## src/rtl/divisor_datapath.sv

```systemverilog
// divisor_datapath
// Datapath of the sequential unsigned (restoring) divider. Holds the partial
// remainder A, the dividend/quotient shift register Q, the latched divisor B
// and the iteration counter CNT. It executes the INIT/SH/DEC/LDA/DV0 commands
// from the divider control FSM and returns the MSB/Z status bits to it.
//
// Optional feature macro: DIV_ZERO_DETECT_EN
//   defined   : a DZ flag is captured on INIT; while set, QUOTIENT reads all
//               ones and REMAINDER reads the dividend latched at INIT.
//   undefined : DIV_BY_ZERO is tied to 0; divide by zero runs the normal
//               algorithm.
//
// Ports
//   CLK         rising-edge clock
//   RST_N       asynchronous active-low reset
//   DVND_IN     dividend, sampled on INIT
//   DVSR_IN     divisor, sampled on INIT
//   INIT        load operands, clear A, load CNT with WIDTH
//   SH          shift {A,Q} left one bit, insert 0
//   DEC         decrement CNT (saturates at 0)
//   LDA         load A with the trial difference
//   DV0         set Q[0]
//   MSB         sign of the trial difference (1 = A < B)
//   Z           CNT == 0
//   QUOTIENT    register Q
//   REMAINDER   A[WIDTH-1:0]
//   DIV_BY_ZERO divisor latched at INIT was 0 (macro only, else 0)
module divisor_datapath #(
    parameter int unsigned WIDTH = 8
) (
    input  logic             CLK,
    input  logic             RST_N,
    input  logic [WIDTH-1:0] DVND_IN,
    input  logic [WIDTH-1:0] DVSR_IN,
    input  logic             INIT,
    input  logic             SH,
    input  logic             DEC,
    input  logic             LDA,
    input  logic             DV0,
    output logic             MSB,
    output logic             Z,
    output logic [WIDTH-1:0] QUOTIENT,
    output logic [WIDTH-1:0] REMAINDER,
    output logic             DIV_BY_ZERO
);

    localparam int unsigned CW = $clog2(WIDTH + 1);
    localparam int unsigned DW = WIDTH + 2;

    logic [WIDTH:0]   a;
    logic [WIDTH-1:0] q;
    logic [WIDTH-1:0] b;
    logic [CW-1:0]    cnt;
    logic [DW-1:0]    d;

    // Trial difference, one guard bit above A so the sign is never lost
    assign d   = {1'b0, a} - {2'b00, b};
    assign MSB = d[DW-1];
    assign Z   = (cnt == '0);

    // A / Q / B: INIT wins, then SH, then LDA/DV0
    always_ff @(posedge CLK or negedge RST_N) begin
        if (!RST_N) begin
            a <= '0;
            q <= '0;
            b <= '0;
        end else if (INIT) begin
            a <= '0;
            q <= DVND_IN;
            b <= DVSR_IN;
        end else if (SH) begin
            {a, q} <= {a[WIDTH-1:0], q, 1'b0};
        end else begin
            if (LDA) begin
                a <= d[WIDTH:0];
            end
            if (DV0) begin
                q[0] <= 1'b1;
            end
        end
    end

    // Iteration counter, saturating at zero
    always_ff @(posedge CLK or negedge RST_N) begin
        if (!RST_N) begin
            cnt <= '0;
        end else if (INIT) begin
            cnt <= CW'(WIDTH);
        end else if (DEC && (cnt != '0)) begin
            cnt <= cnt - CW'(1);
        end
    end

`ifdef DIV_ZERO_DETECT_EN
    logic             dz;
    logic [WIDTH-1:0] dvnd_l;

    // Divide-by-zero flag and latched dividend, both refreshed on every INIT
    always_ff @(posedge CLK or negedge RST_N) begin
        if (!RST_N) begin
            dz     <= 1'b0;
            dvnd_l <= '0;
        end else if (INIT) begin
            dz     <= (DVSR_IN == '0);
            dvnd_l <= DVND_IN;
        end
    end

    assign DIV_BY_ZERO = dz;
    assign QUOTIENT    = dz ? '1 : q;
    assign REMAINDER   = dz ? dvnd_l : a[WIDTH-1:0];
`else
    assign DIV_BY_ZERO = 1'b0;
    assign QUOTIENT    = q;
    assign REMAINDER   = a[WIDTH-1:0];
`endif

endmodule

```

## config.mk

```make
export PLATFORM = sky130hd
export DESIGN_NAME = divisor_datapath
export DESIGN_NICKNAME = d
export VERILOG_FILES = /design/src/rtl/divisor_datapath.sv
export SDC_FILE = /design/constraint.sdc
export NUM_CORES = 1
export LEC_CHECK = 0
export ABC_CLOCK_PERIOD_IN_PS = 3200
export BUFFER_PORTS_ARGS = -buffer_cell sky130_fd_sc_hd__buf_2
export CAP_MARGIN = 30
export CORE_MARGIN = 2
export CORE_UTILIZATION = 45
export CTS_CLUSTER_SIZE = 10
export DETAILED_ROUTE_END_ITERATION = 6
export GPL_TIMING_DRIVEN = 1
export PLACE_DENSITY = 0.69
export SLEW_MARGIN = 20
export SYNTH_ARGS = -nofsm -noshare
export SYNTH_HDL_FRONTEND = slang
export SYNTH_SLANG_ARGS = --single-unit
```

## constraint.sdc

```tcl
create_clock -name CLK -period 3.2 [get_ports CLK]
set_input_delay 0.48 -clock CLK [delete_from_list [all_inputs] [get_ports CLK]]
set_output_delay 0.48 -clock CLK [all_outputs]
set_load 0.02 [all_outputs]
```

### Word-level counts from Yosys, hierarchy flattened

Cells that the tools add are included.

* input bits: 23
* output and inout port bits: 19
* bits in registers: 29
* word-level logic and storage cells: 23

* reduce and logical (&&, ||, !) cells: 7
* $add $sub $neg: 2
* multiplexer cells: 9

Operators by type and width (count)
* $mux 9: 3
* $sub 9x8->10: 1
* $mux 4: 2
* $mux 8: 1
* $mux 7: 1
* $reduce_bool 3->1: 2
* $logic_not 4->1: 1
* $reduce_bool 2->1: 2
* $reduce_bool 4->1: 1
* $sub 4x1->4 const B: 1
* $mux 1: 2
* $logic_and 1x1->1: 1

### Logic depth before layout (Yosys ltp)

* depth after elaboration: 4
* gate-level depth with buffers: 8
* gate-level depth less buffers: 8

### Least setup slack after synthesis

No wires, ideal clock.

* path kind: reg2out
* from: reg b[1]
* to: out MSB
* buffers on the path: 0
* cell stages (with the launch flop): 7
* path slack: 742 ps
* arrival time: 1978 ps
* required time: 2720 ps
* path through: dfrtp_1 -> inv_1 -> ha_1 -> nor2b_4 -> o31a_1 -> o41a_1 -> a211oi_1

* longest elaborated chain between the ends: 1

Ends and longest elaborated chain
* start: declaration: RTL line 52 `logic [WIDTH-1:0] b;`
* start signal: assignment: RTL line 66 `b <= '0;`
* start signal: assignment: RTL line 70 `b <= DVSR_IN;`
* $sub 9x8->10: RTL line 57 `assign d = {1'b0, a} - {2'b00, b};`
* end: declaration: RTL line 40 `output logic MSB,`

No other way between the ends.

### Final worst setup path

Ends and elaborated chain as after synthesis.

==> reports/qor.yml <==
power_and_ir_drop:
  max-vdd-ir-drop_v: 0.0002949
  p_leak_nw: 1.002
  total_power_mw: 1.028
  cellPowerDensity_nw_per_um2: 512.4
clock_network:
  post_cts_resize_count: 0
  cts_max_path_buffers: 2
  cts_hold_buffers: 0
  clockRootBuffer: "sky130_fd_sc_hd__clkbuf_8"
  cts.clk_slew.worst_paths_ns: 0.06
  cts_inserted_buffers: 5
  tritoncts: "built"
  tritoncts_num_sinks: 29
  cts_post_setup_buffers_inserted: 0
  cts_max_level: 2
  clk_latency_ns: 0.28
sta:
  final.setup.worst_slack_ns: 0.4900
  timing.final.setup_violations: 0
  tightestPinTransition_ns: 0.7100
  drv_slew: 0
  hold_viol: 0
  timing.fmax_ghz: 0.3690
  grt_setup_unrepaired: "false"
  finalSetupTns_ns: 0
  min_period_over_period_pct: 84.69
  worst_slew_margin_rel_pct: 52.67
  skew_ns: 0.001948
  timing.final.crit_period_ns: 2.710
setup_path:
  endpoint_kind: "output pin"
  crit_type: "flop to output pin"
  maximum_fanout_encountered_on_the_critical_timing_path: 3
  worstSetupStartpointType: "flop"
  worst_ep_arrival_time_ns: 2.23
  critPathRequiredTime_ns: 2.72
global_routing:
  vias_in_the_first_global_route: 1266
  groute.usage.overall_pct: 18.02
  grt_max_degree: 47
  antenna_found_initial: 0
  first_pass_grt_wire_length_mm: 5.865
  global_route.overflow_total: 0
route:
  post_drt_wl_per_cell_um: 13.16
  ant_nets: 0
  drt_drc_violations_left: 0
  initialDrtViolationCount: 77
  drt_wl_total_mm: 3.475
  drt_pass1_iterations: 4
  avgViaCountPerCell: 5.208
  routed-via-count: 1375
yosys:
  postSynth.topFlopCell: "sky130_fd_sc_hd__dfrtp_1"
  yosysMostFrequentCell: "sky130_fd_sc_hd__dfrtp_1"
  synth_fp_nets: 219
  avgSynthCellArea_um2: 9.523
  edff_count_synth: 0
  synthesis.area_um2: 1762
  yosysUniqueCellTypes: 44
  part_of_the_yosys_area_used_for_sequential_elements_pct: 41.19
  ys_async_sr_fraction_pct: 100.0
  ys_seq_elements: 29
  cell_type_with_the_largest_total_area_after_synthesis: "sky130_fd_sc_hd__dfrtp_1"
  synth_warnings: 0
  post-synth-top-area-fraction_pct: 41.19
  synth.top_cells.by_area: "sky130_fd_sc_hd__dfrtp_1 41%, sky130_fd_sc_hd__ha_1 7.1%, sky130_fd_sc_hd__mux2i_1 6.3%"
  synth.top_cells.by_count: "29 x sky130_fd_sc_hd__dfrtp_1, 18 x sky130_fd_sc_hd__nand2_1, 18 x sky130_fd_sc_hd__o21ai_0"
  synthCells: 185
finish:
  share_of_layout_cells_above_drive_strength_1_pct: 25.93
  post_route_standard_cell_area_excluding_fillers_um2: 2006
  utilization_pct: 53.97
  syn2layout_area_growth_pct: 13.85
  fin_nets: 249
  n_antenna_cell: 0
die:
  placeable_core_region_um2: 3716
  fp.dieW_um: 66.57
  design.portCount: 42
  initial_cell_density_of_the_core_pct: 47.41
  die-area_um2: 4432
  placement_rows: 22
  chipHeight_um: 66.57
placement:
  numPortBuffers: 40
  post-dp-hpwl_mm: 2.465
  pre_cts_slack_ns: 0.8025
  post_dp_cell_area_um2: 1923
  routabilityCongestion: 0.8780
run:
  cap_violations: 0
outcome:
  run_status: "completed"
worst_hold_path:
  worstHoldPathType: "input pin to async pin"
[placed cells by master, fill, tap and decap left out, types with 2 or more instances in the layout]
master and n:
sky130_fd_sc_hd__a211oi_1 6, sky130_fd_sc_hd__a21o_1 2, sky130_fd_sc_hd__a21oi_1 5, sky130_fd_sc_hd__a221oi_1 2, sky130_fd_sc_hd__buf_2 40, sky130_fd_sc_hd__clkbuf_8 5
sky130_fd_sc_hd__clkinv_2 2, sky130_fd_sc_hd__dfrtp_1 29, sky130_fd_sc_hd__ha_1 10, sky130_fd_sc_hd__inv_1 13, sky130_fd_sc_hd__mux2i_1 11, sky130_fd_sc_hd__nand2_1 18
sky130_fd_sc_hd__nor2_1 8, sky130_fd_sc_hd__nor2b_1 5, sky130_fd_sc_hd__nor3_1 7, sky130_fd_sc_hd__nor3b_1 4, sky130_fd_sc_hd__o21a_1 3, sky130_fd_sc_hd__o21ai_0 18
sky130_fd_sc_hd__o31a_1 2, sky130_fd_sc_hd__xnor2_1 2
[power breakdown]
part / switching [mW] / internal (mW)
clock: 0.140 / 0.150
combinational: 0.169 / 0.131
sequential: 0.0306 / 0.407
[layer usage]
| layer | track usage [%] | wire length (µm) | vias up |
|---|---|---|---|
| met5 | 0 | 0 | - |
| met4 | 6.888 | 54 | 0 |
| met3 | 7.095 | 235 | 5 |
| met2 | 27.00 | 1516 | 49 |
| met1 | 23.29 | 1669 | 626 |
| li1 | - | - | 695 |
[metrics by stage]
stage                     hold WS, ns  instances
after floorplan                0.1844        185
after global placement         0.5093        256
after detailed placement       0.5098        256
after CTS                      0.2421        264
after global routing           0.2712        264
final                          0.2196        264
[worst max-delay path: stages (launching register included)]
cell	delay [ns]
sky130_fd_sc_hd__dfrtp_1	0.37
sky130_fd_sc_hd__inv_1	0.08
sky130_fd_sc_hd__ha_1	0.29
sky130_fd_sc_hd__nor2b_4	0.13
sky130_fd_sc_hd__o31a_1	0.28
sky130_fd_sc_hd__o41a_1	0.36
sky130_fd_sc_hd__a211oi_1	0.24
sky130_fd_sc_hd__buf_2	0.20
[cell families after synthesis]
group           Yosys count  synth area share (%)
compound gates           46                 17.83
xor+xnor                  3                 1.492
fa+ha+maj                11                 8.239
buf+inv                  31                 8.593
flops                    29                 41.19
mux                      12                 6.889
other cells               1                0.2129
simple gates             52                 15.55
[final timing paths]
kind                       startpoint           to  slack, ns  cells past startpoint
max                              b[1]          MSB       0.49                      7
min                             RST_N         a[4]       0.22                      1
max reg2reg                      b[1]         a[7]       1.01                      7
min reg2reg                      b[0]         b[0]       0.52                      1
max in group asynchronous       RST_N  QUOTIENT[0]       2.55                      1
min in group CLK           DVSR_IN[4]         b[4]       0.40                      3
[registers in the layout, indices dropped and copies added, names as in the netlist]
name and count:
b 8, cnt 4, a 9, QUOTIENT 8
[final cells by class]
cell class / count / area [µm²]
Multi-Input combinational cell: 125 / 884.6
Inverter: 14 / 52.55
Clock buffer: 6 / 72.57
Timing Repair Buffer: 40 / 200.2
Clock inverter: 2 / 10.01
Tap cell: 48 / 60.06
Fill cell: 356 / 1710
Sequential cell: 29 / 725.7
(Power assumes the default switching activity.)
